--- src/rtl/irq_request_latch.sv ---
// Request latch feeding the 8-to-3 priority encoder: edge-detects req into pending bits and
// handshakes service through ack/ack_id. Define IRQ_REQ_SYNC_EN to add a 2-flop req synchronizer.
module irq_request_latch (
    input  logic       clk,
    input  logic       rst,
    input  logic [7:0] req,
    input  logic [7:0] mask,
    input  logic       ack,
    input  logic [2:0] ack_id,
    output logic [7:0] X,
    output logic       E,
    output logic       irq,
    output logic [7:0] overrun
);

    typedef enum logic [1:0] {StIdle, StAssert, StHold} state_e;

    state_e     state_q, state_d;
    logic [7:0] req_s;
    logic [7:0] req_q;
    logic [7:0] req_edge;
    logic [7:0] pend_q, pend_d;
    logic [7:0] overrun_q;
    logic [7:0] active;

`ifdef IRQ_REQ_SYNC_EN
    logic [7:0] sync1_q, sync2_q;

    always_ff @(posedge clk or posedge rst) begin
        if (rst) begin
            sync1_q <= 8'h00;
            sync2_q <= 8'h00;
        end else begin
            sync1_q <= req;
            sync2_q <= sync1_q;
        end
    end

    assign req_s = sync2_q;
`else
    assign req_s = req;
`endif

    // req_q resets low so a line already high at reset release registers as an edge.
    assign req_edge = req_s & ~req_q;
    assign active   = pend_q & mask;

    always_comb begin
        pend_d = pend_q;
        if (state_q == StAssert && ack) begin
            pend_d[ack_id] = 1'b0;
        end
        pend_d = pend_d | req_edge;
    end

    always_ff @(posedge clk or posedge rst) begin
        if (rst) begin
            req_q     <= 8'h00;
            pend_q    <= 8'h00;
            overrun_q <= 8'h00;
        end else begin
            req_q     <= req_s;
            pend_q    <= pend_d;
            overrun_q <= overrun_q | (req_edge & pend_q);
        end
    end

    always_ff @(posedge clk or posedge rst) begin
        if (rst) begin
            state_q <= StIdle;
        end else begin
            state_q <= state_d;
        end
    end

    always_comb begin
        state_d = state_q;
        unique case (state_q)
            StIdle: begin
                if (|active) state_d = StAssert;
            end
            StAssert: begin
                if (ack) begin
                    state_d = StHold;
                end else if (active == 8'h00) begin
                    state_d = StIdle;
                end
            end
            StHold:  state_d = StIdle;
            default: state_d = StIdle;
        endcase
    end

    always_comb begin
        E   = 1'b1;
        irq = 1'b0;
        if (state_q == StAssert) begin
            E   = 1'b0;
            irq = 1'b1;
        end
    end

    assign X       = active;
    assign overrun = overrun_q;

endmodule

--- config.mk ---
export PLATFORM = sky130hd
export DESIGN_NAME = irq_request_latch
export DESIGN_NICKNAME = d
export VERILOG_FILES = /design/src/rtl/irq_request_latch.sv
export SDC_FILE = /design/constraint.sdc
export NUM_CORES = 1
export LEC_CHECK = 0
export CORE_ASPECT_RATIO = 0.9
export CORE_MARGIN = 2
export CORE_UTILIZATION = 42
export DETAILED_ROUTE_END_ITERATION = 16
export GPL_ROUTABILITY_DRIVEN = 0
export HOLD_SLACK_MARGIN = 0.1
export PLACE_DENSITY_LB_ADDON = 0.12
export SETUP_SLACK_MARGIN = 0.5
export SLEW_MARGIN = 5
export SYNTH_ARGS = -nofsm -noshare
export SYNTH_HDL_FRONTEND = slang
export SYNTH_SLANG_ARGS = --single-unit
--- constraint.sdc ---
create_clock -name clk -period 1.95 [get_ports clk]
set_input_delay 0.195 -clock clk [delete_from_list [all_inputs] [get_ports clk]]
set_output_delay 0.195 -clock clk [all_outputs]
set_load 0.005 [all_outputs]
# Word-level counts from Yosys, hierarchy flattened

Cells that the tools add are included.

Logic and storage cells: 32
Output and inout port bits: 18
Flip-flop bits (word level): 26

Bitwise logic cells: 8
Mux-type cells: 9
Reductions and logical operators: 6
Order comparisons: 2
Eq/ne operators: 3

Operators with widths:

| cell                                                               | number |
|---|---|
| AND 8 bit                                                          | 4 |
| inverter 8 bit                                                     | 2 |
| bitwise OR 8 bit                                                   | 2 |
| zero test 8 bit                                                    | 1 |
| two-way mux 8 bit                                                  | 1 |
| OR reduction 8 bit                                                 | 1 |
| two-way mux 2 bit                                                  | 3 |
| < comparator 3 x 4 -> 1 bit (second input constant)                | 1 |
| case mux 2 bit (2 select lines)                                    | 1 |
| demux 1 bit (select 3 bit)                                         | 1 |
| greater-or-equal comparator 3 x 1 -> 1 bit (second input constant) | 1 |
| two-way mux 1 bit                                                  | 3 |
| != test 3 bit (second input constant)                              | 1 |
| == test 2 x 1 -> 1 bit (second input constant)                     | 1 |
| logical AND 1 bit                                                  | 2 |
| zero test 2 bit                                                    | 1 |
| != test 2 bit (second input constant)                              | 1 |
| AND reduction 2 bit                                                | 1 |

# Depth between registers and ports, before layout

Word-level depth: 8
Mapped depth: 3
Mapped depth without buffers: 3

# Worst setup path before layout

Ideal clock, no wire load.

Path kind: register to register
Start point: register pend_q[0]
End point: register state_q[0]
Arrival time: 1.306 ns
Cell stages (with the launch flop): 4
Path buffers: 0
Path slack: 0.514 ns
Path through: dfrtp_1 and2_4 or4_1 o41a_1

Cells in the longest elaborated chain, start to end: 4
Elaborated cells between the ends (all ways): 6

RTL lines:

| element                                                         | line   | text |
|---|---|---|
| from (decl)                                                     | 22     | `logic [7:0] pend_q, pend_d;` |
| from (signal assigned)                                          | 63     | `pend_q <= pend_d;` |
| AND 8 bit (*)                                                   | 46     | `assign active = pend_q & mask;` |
| named net X[0]                                                  | 10     | `output logic [7:0] X,` |
| zero test 8 bit or OR reduction 8 bit (tied branches)           | 85, 80 |  |
| != test 3 bit (no source line) or != test 2 bit (tied branches) | n/a    |  |
| AND reduction 2 bit (no source line) (*)                        | n/a    |  |
| to (signal assigned)                                            | 70     | `state_q <= StIdle;` |
| to (signal assigned)                                            | 72     | `state_q <= state_d;` |
| to (decl)                                                       | 18     | `state_e state_q, state_d;` |

The timed path passes the listed nets; every way through them passes the cells marked *.
A chain may end at the register's enable or synchronous reset.

# Worst setup path after layout

Start point: register pend_q[1]
End point: register state_q[0]

Cells in the longest elaborated chain, start to end: 4
Elaborated cells between the ends (all ways): 6

RTL lines:

| element                                                         | line |
|---|---|
| AND 8 bit (*)                                                   | 46 |
| zero test 8 bit or OR reduction 8 bit (tied branches)           | 85, 80 |
| != test 3 bit (no source line) or != test 2 bit (tied branches) | n/a |
| AND reduction 2 bit (no source line) (*)                        | n/a |

Mark *: on every way between the ends. The rest lies on a longest branch, timed or not.

==> impl_metrics.yaml <==
yosys:
  synth_area_um2: 1006
  syn_inst: 85
  syn_nets: 107
  syn_area_per_cell_um2: 11.83
  synth_seq_area_share_pct: 64.68
  ys_types: 18
  synth_seq_cells: 26
  ys_warn_count: 0
route:
  vias_per_cell: 4.911
  drtIter0Drc: 9
  final_antenna_net_count: 0
  drc_errors: 0
  first_pass_iters: 4
  routed_wl_um: 2185
  avgRoutedWirePerCell_um: 13.01
  vias: 825
run:
  drv_cap: 0
place:
  placedCellCount: 152
  place.port_buffers: 39
  place_hpwl_um: 1613
clock_network:
  cts-buffers-inserted: 3
  cts_root_buffer: "clkbuf_4"
  cts_hold_buf: 0
  clkTransAtPathRegs_ns: 0.14
  clock_sink_count: 26
  cts_tree: "yes"
  cts_max_level: 1
  clock_latency_ns: 0.32
  clock_path_buffers: 2
setup_path:
  path_max_fanout: 2
  worstPathArrival_ns: 1.69
  r2r_start: "pend_q[1]"
  crit_end: "state_q[0]"
  timing.rr.end: "state_q[0]"
  cp_cell_sequence: "and2_4 -> or4_4 -> o41a_1"
  rr_worst_depth: 3
  crit_type: "reg2reg"
  endpoint_kind: "flip-flop"
  cp-startpoint: "pend_q[1]"
  critical_path.max_stage_delay_ns: 0.51
  cp_slowest_cell: "or4_4"
  startpoint_type: "flip-flop"
  crit_required_ns: 2.17
  rrSetupSlack_ns: 0.48
floorplanning:
  initial_core_util_pct: 45.27
  die_y_um: 50.43
  die_width_um: 55.59
  core_um2: 2222
  fp-row-count: 16
  ios: 40
  dieArea_um2: 2803
timing:
  whs_ns: 0.1985
  timing.final.crit_period_ns: 1.467
  finalHoldViolCount: 0
  finClkSkew_ns: 0.003426
  setup_viol: 0
  finalCritPeriodShare_pct: 75.21
  fin_setup_tns_ns: 0
  drv_slew: 0
  slew_headroom_pct: 78.92
  grt_setup_unrepaired: "true"
  tightest_slew_ns: 0.3162
  fmax_mhz: 681.9
global_route:
  first_global_vias: 808
  antenna_found_initial: 0
  grt_overflow: 0
  grt_use_total_pct: 16.95
  grt_pass1_wl_um: 3636
  grt_max_degree: 27
power_and_ir_drop:
  peakVddDrop_mv: 0.5515
  power_density_nw_per_um2: 677.7
  leakagePower_nw: 0.6962
  total_power_mw: 1.074
final_layout:
  final_cells: 168
  area_delta_synth_final_pct: 57.59
  layout_common_cells: "clkdlybuf4s50_1, dfrtp_1, inv_1"
  nNetsFinal: 164
  fin_util_pct: 71.34
  final_common_cell: "clkdlybuf4s50_1"
  drive_above_1_share_pct: 24.11
  n_antenna_cell: 0
status:
  status: "finished clean"
worst_hold_path:
  hp-class: "in2async"
-- registers in the layout (all words and copies together) (netlist names) --
name	flops
state_q	2
pend_q	8
req_q	8
overrun	8
-- cells by family after synthesis --
group	count (synthesis)	synth area share (%)
buffers and inverters	16	5.970
AND/OR/NAND/NOR	19	12.94
AO/OA/AOI/OAI	24	16.42
flip-flops	26	64.68
-- cell type report --
type / instances / area [um2]
clock buffer: 4 / 36.28
timing repair buffer: 52 / 481.7
fill: 170 / 636.9
multi-input combinational: 43 / 322.8
inverter: 16 / 60.06
sequential: 26 / 650.6
tap: 27 / 33.78
-- synth_stat cells (all sizes together) --
master | n | area [um2]
o21ai | 12 | 60.06
dfrtp | 26 | 650.6
inv | 16 | 60.06
or4 | 1 | 7.510
nor2b | 1 | 6.260
a31o | 8 | 70.07
nand2b | 2 | 12.51
or3 | 2 | 12.51
nand4bb | 1 | 11.26
a21oi | 1 | 5.000
or2 | 1 | 6.260
a22o | 2 | 18.77
o41a | 1 | 11.26
nand4b | 1 | 8.760
and2 | 9 | 61.31
nand2 | 1 | 3.750
-- layer usage --
layer | share of wire (%) | global-route usage [%] | vias up
met5 | 0 | 0 | -
met4 | 0.78 | 3.659 | 0
met3 | 4.1 | 3.866 | 2
met2 | 50 | 29.96 | 23
met1 | 45 | 21.34 | 398
li1 | - | - | 402
-- critical path, delay by kind of cell (launching register included) --
kind	cells	cell delay (ns)
flops	1	0.41
simple gates	2	0.65
compound gates	1	0.31
-- through the flow --
step | worst slack, ns | instance area, um2
CTS | 0.4274 | 1544
detailed placement | 0.2203 | 1438
finish | 0.4835 | 1585
global placement | 0.2464 | 1438
floorplan | 0.5142 | 1006
global route | 0.4315 | 1585
-- repair_timing --
item | CTS | global route
buffers inserted | 10 | 2
gates cloned | 0 | 0
pin swaps | 1 | 0
setup endpoints to repair | 11 | 6
resized for setup | 13 | 5
hold endpoints to repair | 0 | 0
-- how the worst min path moves through the flow --
stage	start	endpoint	slack (ns)
after floorplan	req[0]	req_q[0]	0.23
after global placement	req_q[3]	pend_q[3]	0.44
after detailed placement	req_q[4]	pend_q[4]	0.45
after CTS	rst	overrun[4]	0.20
after global routing	rst	overrun[5]	0.23
final	rst	overrun[5]	0.20
-- power by group --
group / switching [mW] / leakage, nW / internal, mW / total (mW)
clock network: 0.156 / 0.0210 / 0.114 / 0.271
registers: 0.0155 / 0.263 / 0.569 / 0.584
logic: 0.0841 / 0.413 / 0.135 / 0.219
(Power assumes the default switching activity.)
==> edit 1 (same flow settings) <==
Register the output `overrun` once more, with the module's reset; this adds one clock of latency there. The other outputs are not delayed to match.
--- a/src/rtl/irq_request_latch.sv
+++ b/src/rtl/irq_request_latch.sv
@@ -102,5 +102,11 @@
 
     assign X       = active;
-    assign overrun = overrun_q;
+    always_ff @(posedge clk or posedge rst) begin
+        if (rst) begin
+            overrun <= '0;
+        end else begin
+            overrun <= overrun_q;
+        end
+    end
 
 endmodule
Check against the original RTL: not equivalent (a bounded check fails within 4 cycles, from zero or initial values and one cycle with rst high).
==> edit 1 against the unedited design <==
- global-route usage down 0.42 points
- routed wire length increased by 11%
- non-clock buffer count shrank 2
- worst hold slack better by 0.043 ns
- power rose by 27%
- synthesized area grew 20%
- design area up 13%
- sequential cell count grew 8
- worst setup slack worse by 0.050 ns
- critical endpoint unchanged
==> edit 1: results (changes against the unedited design) <==
status: "finished clean"  # unchanged
r2r-start: "pend_q[2]$_DFF_PP0_"  # was pend_q[1]$_DFF_PP0_
postRouteWirelength_um: 2430  # was 2190 um
p_switching_mw: 0.322  # was 0.256 mW
cts_made_buffers: 5  # was 3
grtUsageMet3_pct: 5.20  # was 3.87%
first_global_vias: 872  # was 808
insertion_delay_ns: 0.34  # was 0.32 ns
drt_iter0_drc: 8  # was 9
grt_start_max_net_pins: 35  # was 27
wl_met2_um: 1220  # was 1100 um
power.density_nw_per_um2: 759  # was 678 nW/um2
htree_levels: 2  # was 1
ys_top_cells_by_area: "dfrtp_1 71%, a31o_2 5.8%, o21ai_0 5.0%"  # was dfrtp_1 65%, a31o_2 7.0%, o21ai_0 6.0%
dp_slack_ns: 0.196  # was 0.220 ns
nets: 172  # was 164
wire_per_inst_um: 12.7  # was 13.0 um
vias: 892  # was 825
drt-met1-wl_um: 1010  # was 978 um
drtPass1Iterations: 2  # was 4
yosysSeqAreaShare_pct: 70.8  # was 64.7%
skew_ns: 0.00810  # was 0.00343 ns
cp.arrival_ns: 1.74  # was 1.69 ns
layout-drive-gt1-share_pct: 22.5  # was 24.1%
grtUsageMet1_pct: 19.0  # was 21.3%
synth.avg_cell_area_um2: 12.9  # was 11.8 um2
dpl_cell_area_um2: 1650  # was 1440 um2
dp.cells: 173  # was 152
use_met2_pct: 26.3  # was 30.0%
pwr-share-seq_pct: 55.2  # was 54.4%
yosysUniqueCellTypes: 17  # was 18
p_leak_nw: 0.781  # was 0.696 nW
syn-num-nets: 115  # was 107
==> edit 1: cell types whose count changed in the layout (fill, tap and decap cells not counted), sizes merged <==
cell / delta
buf: -2
clkbuf: +3
clkdlybuf4s15: -1
clkdlybuf4s50: +2
clkinv: +1
dfrtp: +8
dlymetal6s2s: -1
==> edit 1: logic make-up (layout without fill, tap and decap cells) <==
| kind of cell | Yosys count | count (layout) | synth area share [%] |
|---|---|---|---|
| AO/OA/AOI/OAI | 24 | 24 | 13.6 |
| buffers and inverters | 16 | 74 | 4.99 |
| flip-flops | 34 | 34 | 70.8 |
| AND/OR/NAND/NOR | 19 | 19 | 10.6 |
==> edit 1: what timing repair did <==
action | 4_1_cts | 5_1_grt
setup endpoints to repair | 11 | 3
endpoints found under the hold margin | 0 | 0
resized for setup | 14 | 2
pin swaps | 0 | 0
buffers inserted | 8 | 2
hold buffers | 0 | 0
cloned | 0 | 0
==> edit 1: how the worst max path moves through the flow <==
stage	startpoint	depth (start not counted)	end	slack, ns
2_1_floorplan	pend_q[2]$_DFF_PP0_	3	state_q[0]$_DFFE_PP0P_	0.52
3_3_place_gp	mask[2]	4	state_q[0]$_DFFE_PP0P_	0.23
3_5_place_dp	mask[2]	4	state_q[0]$_DFFE_PP0P_	0.20
4_1_cts	state_q[1]$_DFFE_PP0P_	2	irq	0.31
5_1_grt	pend_q[2]$_DFF_PP0_	3	state_q[0]$_DFFE_PP0P_	0.42
6_report	pend_q[2]$_DFF_PP0_	3	state_q[0]$_DFFE_PP0P_	0.43
==> edit 1: final cells by class <==
class	instances	area, um2	area share [%]
timing repair buffer	50	464	25.9
sequential	34	851	47.5
tap	40	50.0	2.79
clock buffer	7	55.1	3.07
multi-input combinational	43	308	17.2
clock inverter	1	5.00	0.279
inverter	16	60.1	3.35
==> edit 2 (same settings) <==
Made on the original files. Build with the macro `IRQ_REQ_SYNC_EN` defined.
--- a/src/rtl/irq_request_latch.sv
+++ b/src/rtl/irq_request_latch.sv
@@ -1,4 +1,6 @@
 // Request latch feeding the 8-to-3 priority encoder: edge-detects req into pending bits and
 // handshakes service through ack/ack_id. Define IRQ_REQ_SYNC_EN to add a 2-flop req synchronizer.
+`define IRQ_REQ_SYNC_EN
+
 module irq_request_latch (
     input  logic       clk,
Formal check against the unedited RTL: not equivalent (a bounded check fails within 4 cycles, from zero or initial values and one cycle with rst high).
==> edit 2 against the unedited design <==
- routed wire length up 19%
- synthesized area rose by 40%
- utilization decreased by 5.2 points
- worst setup slack improved by 0.0023 ns
- sequential cell count rose by 16
- maximum frequency grew 0.16%
- critical path type unchanged
- power up 68%
- design area rose by 30%
==> edit 2: results (changes against the unedited design) <==
nets: 183  # was 164
yosysUniqueCellTypes: 17  # was 18
internal_power_mw: 1.42  # was 0.818 mW
status: "finished clean"  # unchanged
area_delta_synth_final_pct: 46.8  # was 57.6%
layout-drive-gt1-share_pct: 22.2  # was 24.1%
skew_ns: 0.00137  # was 0.00343 ns
fill_cells: 244  # was 170
powerSeq_mw: 0.940  # was 0.584 mW
worst_ir_drop_vdd_v: 0.000612  # was 0.000551 V
p_leak_nw: 0.921  # was 0.696 nW
insertion_delay_ns: 0.28  # was 0.32 ns
drt_iter0_drc: 49  # was 9
syn_area_um2: 1400  # was 1010 um2
grt_pass1_wl_um: 4350  # was 3640 um
htree_levels: 2  # was 1
cts_made_buffers: 5  # was 3
powerComb_mw: 0.215  # was 0.219 mW
dpl_cell_area_um2: 1860  # was 1440 um2
first_global_vias: 969  # was 808
ys_top_cells_by_area: "dfrtp_1 75%, a31o_2 5.0%, o21ai_0 4.3%"  # was dfrtp_1 65%, a31o_2 7.0%, o21ai_0 6.0%
clk_transition_reported_paths_ns: 0.07  # was 0.14 ns
dp_slack_ns: 0.206  # was 0.220 ns
via_per_inst: 4.50  # was 4.91
cts-root-buf: "clkbuf_8"  # was clkbuf_4
syn-num-nets: 123  # was 107
cp.arrival_ns: 1.63  # was 1.69 ns
wire_per_inst_um: 12.8  # was 13.0 um
edit 2: per-layer routing:
metal  part of all wire [%]  wire length [um]  GRT usage [%]
met1                     44              1140           18.7
met2                     51              1330           25.5
met3                    4.0               104           5.93
met4                    1.2                31           8.51
met5                      0                 0              0
edit 2: stage by stage:
stage	hold slack, ns	cells	util [%]
2_1_floorplan	0.226	101	-
3_3_place_gp	0.332	184	59.8
3_5_place_dp	0.337	184	59.8
4_1_cts	0.335	202	65.6
5_1_grt	0.334	204	66.2
6_report	0.328	204	66.2
edit 2: kinds of logic (layout without fill, tap and decap cells):
family,count (synthesis),in the layout,synth area share [%]
AOI/OAI and AO/OA,24,24,11.8
DFF,42,42,74.9
and+or+nand+nor,19,19,9.09
buffers and inverters,16,77,4.28
edit 2: final cells by class:
cell class	instances	area share, %
flip-flops and latches	42	51.0
repair buffers	53	23.6
multi-input cells	43	14.6
clock buffers	5	3.34
inverters	16	2.91
well taps	42	2.55
clock inverters	3	1.94
edit 2: final timing paths:
| path | startpoint | endpoint | slack (ns) | cells after the start |
|---|---|---|---|---|
| min in group clk | req[4] | sync1_q[4]$_DFF_PP0_ | 0.35 | 1 |
| worst max-delay path | pend_q[0]$_DFF_PP0_ | state_q[0]$_DFFE_PP0P_ | 0.49 | 3 |
| max in group asynchronous | rst | sync1_q[0]$_DFF_PP0_ | 1.28 | 3 |
| worst max register to register | pend_q[0]$_DFF_PP0_ | state_q[0]$_DFFE_PP0P_ | 0.49 | 3 |
| worst min register to register | sync1_q[4]$_DFF_PP0_ | req_s[4]$_DFF_PP0_ | 0.35 | 0 |
| worst min-delay path | rst | sync1_q[6]$_DFF_PP0_ | 0.33 | 3 |
